<file path="src/rtl/ysyx_25020037_ifu.sv">
// Instruction fetch unit: holds the PC, issues one AR/R read per instruction,
// hands {pc, inst, fetch_err} to decode, then waits for write-back's next PC.
module ysyx_25020037_ifu #(
  parameter logic [31:0] RESET_PC = 32'h8000_0000,
  parameter int          ADDR_W   = 32
) (
  input  logic              clk,
  input  logic              rst,
  input  logic              next_pc_valid,
  input  logic [ADDR_W-1:0] next_pc,
  output logic [ADDR_W-1:0] araddr,
  output logic              arvalid,
  input  logic              arready,
  input  logic [31:0]       rdata,
  input  logic [1:0]        rresp,
  input  logic              rvalid,
  output logic              rready,
  output logic [ADDR_W-1:0] pc,
  output logic [31:0]       inst,
  output logic              ifu_rvalid,
  input  logic              idu_ready,
  output logic              fetch_err
);

  // Handshakes: a transfer happens in the cycle where valid and ready are both
  // high at the rising edge; a source holds valid and its payload stable until
  // that cycle, and a sink may raise or drop ready freely.

  typedef enum logic [1:0] {
    S_AR      = 2'd0,
    S_R       = 2'd1,
    S_OUT     = 2'd2,
    S_WAIT_PC = 2'd3
  } state_t;

  // Exposed for hierarchical probing by checkers.
  state_t state;

  logic ar_fire;
  logic r_fire;
  logic id_fire;
  logic next_pc_aligned;

  assign ar_fire         = arvalid && arready;
  assign r_fire          = rvalid && rready;
  assign id_fire         = ifu_rvalid && idu_ready;
  assign next_pc_aligned = (next_pc[1:0] == 2'b00);

  always_ff @(posedge clk or posedge rst) begin
    if (rst) begin
      state      <= S_AR;
      pc         <= RESET_PC[ADDR_W-1:0];
      araddr     <= RESET_PC[ADDR_W-1:0];
      arvalid    <= 1'b1;
      rready     <= 1'b0;
      inst       <= 32'h0;
      ifu_rvalid <= 1'b0;
      fetch_err  <= 1'b0;
    end else begin
      case (state)
        S_AR: begin
          if (ar_fire) begin
            arvalid <= 1'b0;
            rready  <= 1'b1;
            state   <= S_R;
          end
        end

        // idu_ready is irrelevant here: data is only registered on r_fire.
        S_R: begin
          if (r_fire) begin
            rready     <= 1'b0;
            ifu_rvalid <= 1'b1;
            if (rresp == 2'b00) begin
              inst      <= rdata;
              fetch_err <= 1'b0;
            end else begin
              inst      <= 32'h0;
              fetch_err <= 1'b1;
            end
            state <= S_OUT;
          end
        end

        S_OUT: begin
          if (id_fire) begin
            ifu_rvalid <= 1'b0;
            state      <= S_WAIT_PC;
          end
        end

        // A misaligned target never reaches the bus; it is reported as a fault.
        S_WAIT_PC: begin
          if (next_pc_valid) begin
            pc     <= next_pc;
            araddr <= next_pc;
            if (next_pc_aligned) begin
              arvalid <= 1'b1;
              state   <= S_AR;
            end else begin
              inst       <= 32'h0;
              fetch_err  <= 1'b1;
              ifu_rvalid <= 1'b1;
              state      <= S_OUT;
            end
          end
        end

        default: state <= S_AR;
      endcase
    end
  end

  a_one_outstanding: assert property (@(posedge clk) disable iff (rst)
    !(arvalid && rready));

  a_arvalid_in_ar: assert property (@(posedge clk) disable iff (rst)
    arvalid |-> (state == S_AR));

  a_rready_in_r: assert property (@(posedge clk) disable iff (rst)
    rready |-> (state == S_R));

  a_ifu_rvalid_in_out: assert property (@(posedge clk) disable iff (rst)
    ifu_rvalid |-> (state == S_OUT));

  a_ar_stable: assert property (@(posedge clk) disable iff (rst)
    (arvalid && !arready) |=> (arvalid && $stable(araddr)));

  a_out_stable: assert property (@(posedge clk) disable iff (rst)
    (ifu_rvalid && !idu_ready) |=>
      (ifu_rvalid && $stable(pc) && $stable(inst) && $stable(fetch_err)));

endmodule
</file>
<file path="config.mk">
export PLATFORM = sky130hd
export DESIGN_NAME = ysyx_25020037_ifu
export DESIGN_NICKNAME = d
export VERILOG_FILES = /design/src/rtl/ysyx_25020037_ifu.sv
export SDC_FILE = /design/constraint.sdc
export NUM_CORES = 1
export LEC_CHECK = 0
export BUFFER_PORTS_ARGS = -buffer_cell sky130_fd_sc_hd__buf_2
export CAP_MARGIN = 20
export CORE_MARGIN = 1.5
export CORE_UTILIZATION = 30
export CTS_CLUSTER_DIAMETER = 100
export DETAILED_ROUTE_END_ITERATION = 8
export HOLD_SLACK_MARGIN = 0.15
export REMOVE_ABC_BUFFERS = 1
export SYNTH_ARGS = -nofsm -noshare
export SYNTH_HDL_FRONTEND = slang
export SYNTH_SLANG_ARGS = --single-unit
</file>
<file path="constraint.sdc">
create_clock -name clk -period 3.2 [get_ports clk]
set_input_delay 0.64 -clock clk [delete_from_list [all_inputs] [get_ports clk]]
set_output_delay 0.64 -clock clk [all_outputs]
set_load 0.05 [all_outputs]
</file>
==> results of run 1 <==
-- worst max-delay path, delay by kind of cell, from the launching register on --
| family | cells | cell delay, ns |
|---|---|---|
| AO/OA/AOI/OAI | 1 | 0.19 |
| multiplexers | 1 | 0.26 |
| buffers and inverters | 1 | 0.49 |
| flip-flops | 1 | 0.50 |
| AND/OR/NAND/NOR | 1 | 0.31 |
-- placed cells by master (no fill, tap or decap), drive strengths merged, types with 2 or more instances in the layout --
| cell type | synthesis | final |
|---|---|---|
| nor2 | 3 | 3 |
| o21ai | 3 | 3 |
| nand2b | 2 | 2 |
| dfstp | 2 | 2 |
| nand2 | 34 | 34 |
| buf | 43 | 175 |
| mux2 | 32 | 32 |
| dfrtp | 68 | 68 |
| clkbuf | 0 | 12 |
| clkinv | 0 | 4 |
| mux2i | 33 | 33 |
| inv | 35 | 35 |
| a21oi | 3 | 3 |
-- registers in the layout, summed over array words and instances (netlist names) --
name / flops
state: 2
rready: 1
pc: 32
fetch_err: 1
inst: 32
ifu_rvalid: 1
arvalid: 1
-- area by class of cell --
cell class	instances	area, sq um	share of cell area (%)
clock buffers	12	135	3.32
clock inverters	4	23.8	0.584
inverters	35	131	3.23
multi-input cells	117	960	23.6
flip-flops and latches	70	1750	43.1
well taps	136	170	4.18
repair buffers	175	898	22.1
-- worst paths after layout --
check | startpoint | cells past startpoint | slack (ns) | endpoint
worst min register to register | pc[28] | 1 | 0.52 | pc[28]
min in group clk | pc[28] | 1 | 0.52 | pc[28]
worst max-delay path | state[1] | 4 | 1.35 | inst[29]
worst min-delay path | rst | 2 | 0.41 | inst[7]
max in group asynchronous | rst | 3 | 2.07 | pc[31]
worst max register to register | state[1] | 4 | 1.35 | inst[29]
-- routing by layer --
metal | GRT usage, % | up-vias
li1 | - | 1097
met1 | 14.9 | 1060
met2 | 21.8 | 122
met3 | 4.27 | 8
met4 | 3.82 | 0
met5 | 0 | -
-- report_power, final --
part	internal, mW	switching, mW	leakage, nW	total [mW]
Combinational	0.0387	0.0414	1.42	0.0801
Sequential	0.884	0	0.799	0.884
Clock	0.280	0.313	0.0841	0.592
-- metrics by stage --
step                      setup WS, ns  hold slack [ns]  util [%]  power (mW)
after floorplan                 -0.904            0.567         -       0.927
final                             1.35            0.408      39.8        1.56
after global placement            1.28            0.503      38.3       0.986
after global routing              1.18            0.441      39.8        1.64
after CTS                         1.33            0.423      39.8        1.60
after detailed placement          1.21            0.508      38.3       0.985
-- logic make-up after synthesis --
kind of cell / share of synthesized area, %
AO/OA/AOI/OAI: 1.87
AND/OR/NAND/NOR: 6.09
flip-flops: 55.8
buffers and inverters: 14.3
multiplexers: 22.0
==> results_dict.tcl, run 1 <==
set metrics [dict create \
    status "finished clean" \
    synth-seq-cells 70 \
    synthArstFlopShare_pct 100 \
    post_cts_buffers 0 \
    fin_nets 480 \
    vias 2287 \
    avgRoutedWirePerCell_microns 12.2 \
    clock_skew_ns 0.0101 \
    finalMaxSlewViolations 0 \
    cts_resized 0 \
    drc_errors 0 \
    core_area_sq_mm 0.0102 \
    rsz0062_at_grt "false" \
    htreeDepth 3 \
    synth_edf_count 0 \
    insertion_delay_ns 0.33 \
    grt_pass1_vias 2318 \
    clock_tree.root_cell "clkbuf_8" \
    die_w_microns 105 \
    setup_viol_count_final 0 \
    n_fill_cell 995 \
    worst_pin_slew_ns 0.683 \
    antenna_found_initial 0 \
    holdBufCountCts 0 \
    ys.warnings.count 0 \
    cp_slowest_cell "dfrtp_1" \
    place_area_sq_mm 0.00391 \
    required_ns 3.45 \
    wl_met1_microns 2720 \
    path_cells "nand4b_1 -> a21oi_4 -> buf_4 -> mux2i_1" \
    wirelength_microns 6700 \
    clock_path_buffers 2 \
    hpwl_microns 4940 \
    grt_max_degree 41 \
    highest_layer "met4" \
    cap_viol_max_count 0 \
    fin_area_sq_mm 0.00407 \
    wl_met3_microns 557 \
    netlist.area_leader.share_pct 54.1 \
    syn_to_final_growth_pct 29.6 \
    path_clk_slew_ns 0.07 \
    diodes 0 \
    cts_buffers 9 \
    drtIter0Drc 82 \
    relSlewSlack_pct 54.4 \
    cp-start-kind "register" \
    yosys-top-cells-count "dfrtp_1, inv_1, nand2_1" \
    period_minus_slack_ns 1.85 \
    gp_congestion 0.734 \
    syn-cell-area_sq_mm 0.00314 \
    finalCritPeriodShare_pct 57.8 \
    grt_pass1_wl_microns 11100 \
    power.density_mw_per_mm2 382 \
    worst_path_largest_cell_delay_ns 0.50 \
    fin_tns_setup_ns 0 \
    synth-seq-area-share_pct 55.8 \
    avgSynthCellArea_sq_um 11.9 \
    rows 37 \
    wl_met2_microns 3360 \
    die_area_sq_mm 0.0111 \
    finalHoldViolCount 0 \
    io_pins 172 \
    ant_nets 0 \
    cp_max_fo 35 \
    cts_tree "yes" \
    ys.flop_type "dfrtp_1" \
    synth_most_common_cell "dfrtp_1" \
    p_leak_nw 2.30 \
    critPathCaptureType "register" \
    fmax_ghz 0.541 \
    yosysUniqueCellTypes 20 \
    dr.pass1.iters 4 \
    grt_usage_pct 12.6 \
    die_h_microns 105 \
    yosysTopAreaCell "dfrtp_1" \
    worstPathArrival_ns 2.10 \
    synth_area_leaders "dfrtp_1, mux2_2, mux2i_1" \
    start_util_pct 30.7 \
    io_buffers 171 \
    vdd_ir_drop_max_mv 0.136 \
    globalRouteOverflowTotal 0 \
    hold_path_class "in -> async" \
    cts.sinks 70 \
    viasPerCell 4.17 \
    synthCells 265 \
    stdcell_count 549 \
    place_inst 533 \
    crit_type "reg -> reg" \
    drive_gt1_share_pct 55.0 \
]
(Power assumes the default switching activity.)
==> run 2: changes to the inputs <==
==> constraint.sdc (replaced) <==
create_clock -name clk -period 1.8 [get_ports clk]
set_input_delay 0.36 -clock clk [delete_from_list [all_inputs] [get_ports clk]]
set_output_delay 0.36 -clock clk [all_outputs]
set_load 0.05 [all_outputs]
==> run 2 against run 1 <==
Compared with the run above:
- critical path depth is the same
- global-route usage shrank 0.40 points
- core utilization is 1.4 points higher
- count of clock-buffer cells in the layout shrank 1
- power grew 110%
- clock skew rose by 0.0014 ns
- wire length fell by 0.73%
- critical path type unchanged
- largest cell class unchanged
- largest power group unchanged
==> results_dict.tcl, run 2 (synthesis results as in run 1) <==
set metrics [dict create \
    status "finished clean" \
    cap_viol_max_count 0 \
    fin_nets 482 \
    htreeDepth 3 \
    start_util_pct 30.7 \
    ant_nets 0 \
    worst_pin_slew_ns 0.364 \
    path_cells "nand4b_1 -> a21oi_4 -> buf_12 -> mux2i_1" \
    die_area_sq_mm 0.0111 \
    final_cell_mix "buf_2, dfrtp_1, nand2_1, inv_1, mux2i_1" \
    insertion_delay_ns 0.34 \
    post_cts_buffers 0 \
    syn_to_final_growth_pct 34.2 \
    power_mw 3.27 \
    finalMaxSlewViolations 0 \
    p_leak_nw 2.36 \
    rsz0062_at_grt "false" \
    grt_max_degree 71 \
    grt_usage_pct 12.2 \
    fmax_ghz 0.658 \
    worst_path_largest_cell_delay_ns 0.50 \
    die_h_microns 105 \
    viasPerCell 4.18 \
    cts.sinks 70 \
    drtIter0Drc 80 \
    setup_viol_count_final 0 \
    final_common_cell "buf_2" \
    cp-start-kind "register" \
    cts_tree "yes" \
    grt_pass1_wl_microns 10600 \
    reg_top3 "inst x32, pc x32, state x2" \
    io_buffers 171 \
    whs_ns 0.249 \
    hold_path_class "in -> reg" \
    path_clk_slew_ns 0.08 \
    relSlewSlack_pct 75.8 \
    drive_gt1_share_pct 55.4 \
    clock_path_buffers 2 \
    cp_max_fo 35 \
    avgRoutedWirePerCell_microns 12.1 \
    required_ns 2.06 \
    die_w_microns 105 \
    crit_type "reg -> reg" \
    clock_skew_ns 0.0116 \
    n_fill_cell 1004 \
    dr.pass1.iters 4 \
    reg2reg_depth 4 \
    power.density_mw_per_mm2 776 \
    finalHoldViolCount 0 \
    globalRouteOverflowTotal 0 \
    critPathCaptureType "register" \
    min_path_cells 2 \
    finalCritPeriodShare_pct 84.4 \
    drc_errors 0 \
    cts_buffers 9 \
    worstPathArrival_ns 1.78 \
    io_pins 172 \
    fin_tns_setup_ns 0 \
    rows 37 \
    antenna_found_initial 0 \
    core_area_sq_mm 0.0102 \
    diodes 0 \
    wirelength_microns 6650 \
    cp_slowest_cell "dfrtp_1" \
    clock_tree.root_cell "clkbuf_8" \
    grt_pass1_vias 2179 \
    gp_congestion 0.842 \
    period_minus_slack_ns 1.52 \
    hpwl_microns 4810 \
    vias 2303 \
    vdd_ir_drop_max_mv 0.379 \
]
[run 2: stage by stage]
stage | cells | util (%) | worst slack, ns | cell area [sq um]
floorplan | 222 | - | -2.16 | 2830
global placement | 534 | 38.7 | 0.348 | 3960
detailed placement | 534 | 38.7 | 0.280 | 3960
CTS | 551 | 41.2 | 0.256 | 4220
global route | 551 | 41.2 | 0.162 | 4220
finish | 551 | 41.2 | 0.280 | 4220
[run 2: what timing repair did]
action	CTS	global route
resized for setup	0	0
hold buffers	1	0
hold endpoints to repair	68	0
[run 2: layout make-up]
cell class                 count  area, sq um  area share [%]
clock buffer                  11          141            3.35
inverter                      35          131            3.12
tap                          136          170            4.04
sequential                    70         1750            41.6
multi-input combinational    117          960            22.8
timing repair buffer         177          953            22.6
clock inverter                 5          106            2.52
[run 2: per-layer routing]
metal  vias to the layer above  wire length [microns]  part of all wire [%]  GRT usage [%]
met3                        11                    594                   8.9           3.83
met2                       128                   3230                    49           20.5
met1                      1065                   2730                    41           14.4
met4                         0                     96                   1.4           5.28
li1                       1099                      -                     -              -
met5                         -                      0                     0              0
[run 2: path summary, 6_finish.rpt]
check	slack [ns]	end	from
worst max-delay path	0.28	inst[9]	state[0]
worst min-delay path	0.25	pc[14]	next_pc[14]
worst max register to register	0.28	inst[9]	state[0]
worst min register to register	0.52	inst[25]	inst[25]
max in group asynchronous	0.82	arvalid	rst
min in group asynchronous	0.64	pc[14]	rst
[run 2: report_power, final]
group	leakage [nW]	internal [mW]	total, mW	switching (mW)
registers	0.799	1.57	1.57	0
clock network	0.120	0.962	1.55	0.591
logic	1.44	0.0735	0.148	0.0740
[run 2: critical path, delay by kind of cell (launching register included)]
family                 cells  cell delay, ns
buffers and inverters      1            0.26
flip-flops                 1            0.50
AND/OR/NAND/NOR            1            0.22
multiplexers               1            0.22
AO/OA/AOI/OAI              1            0.22
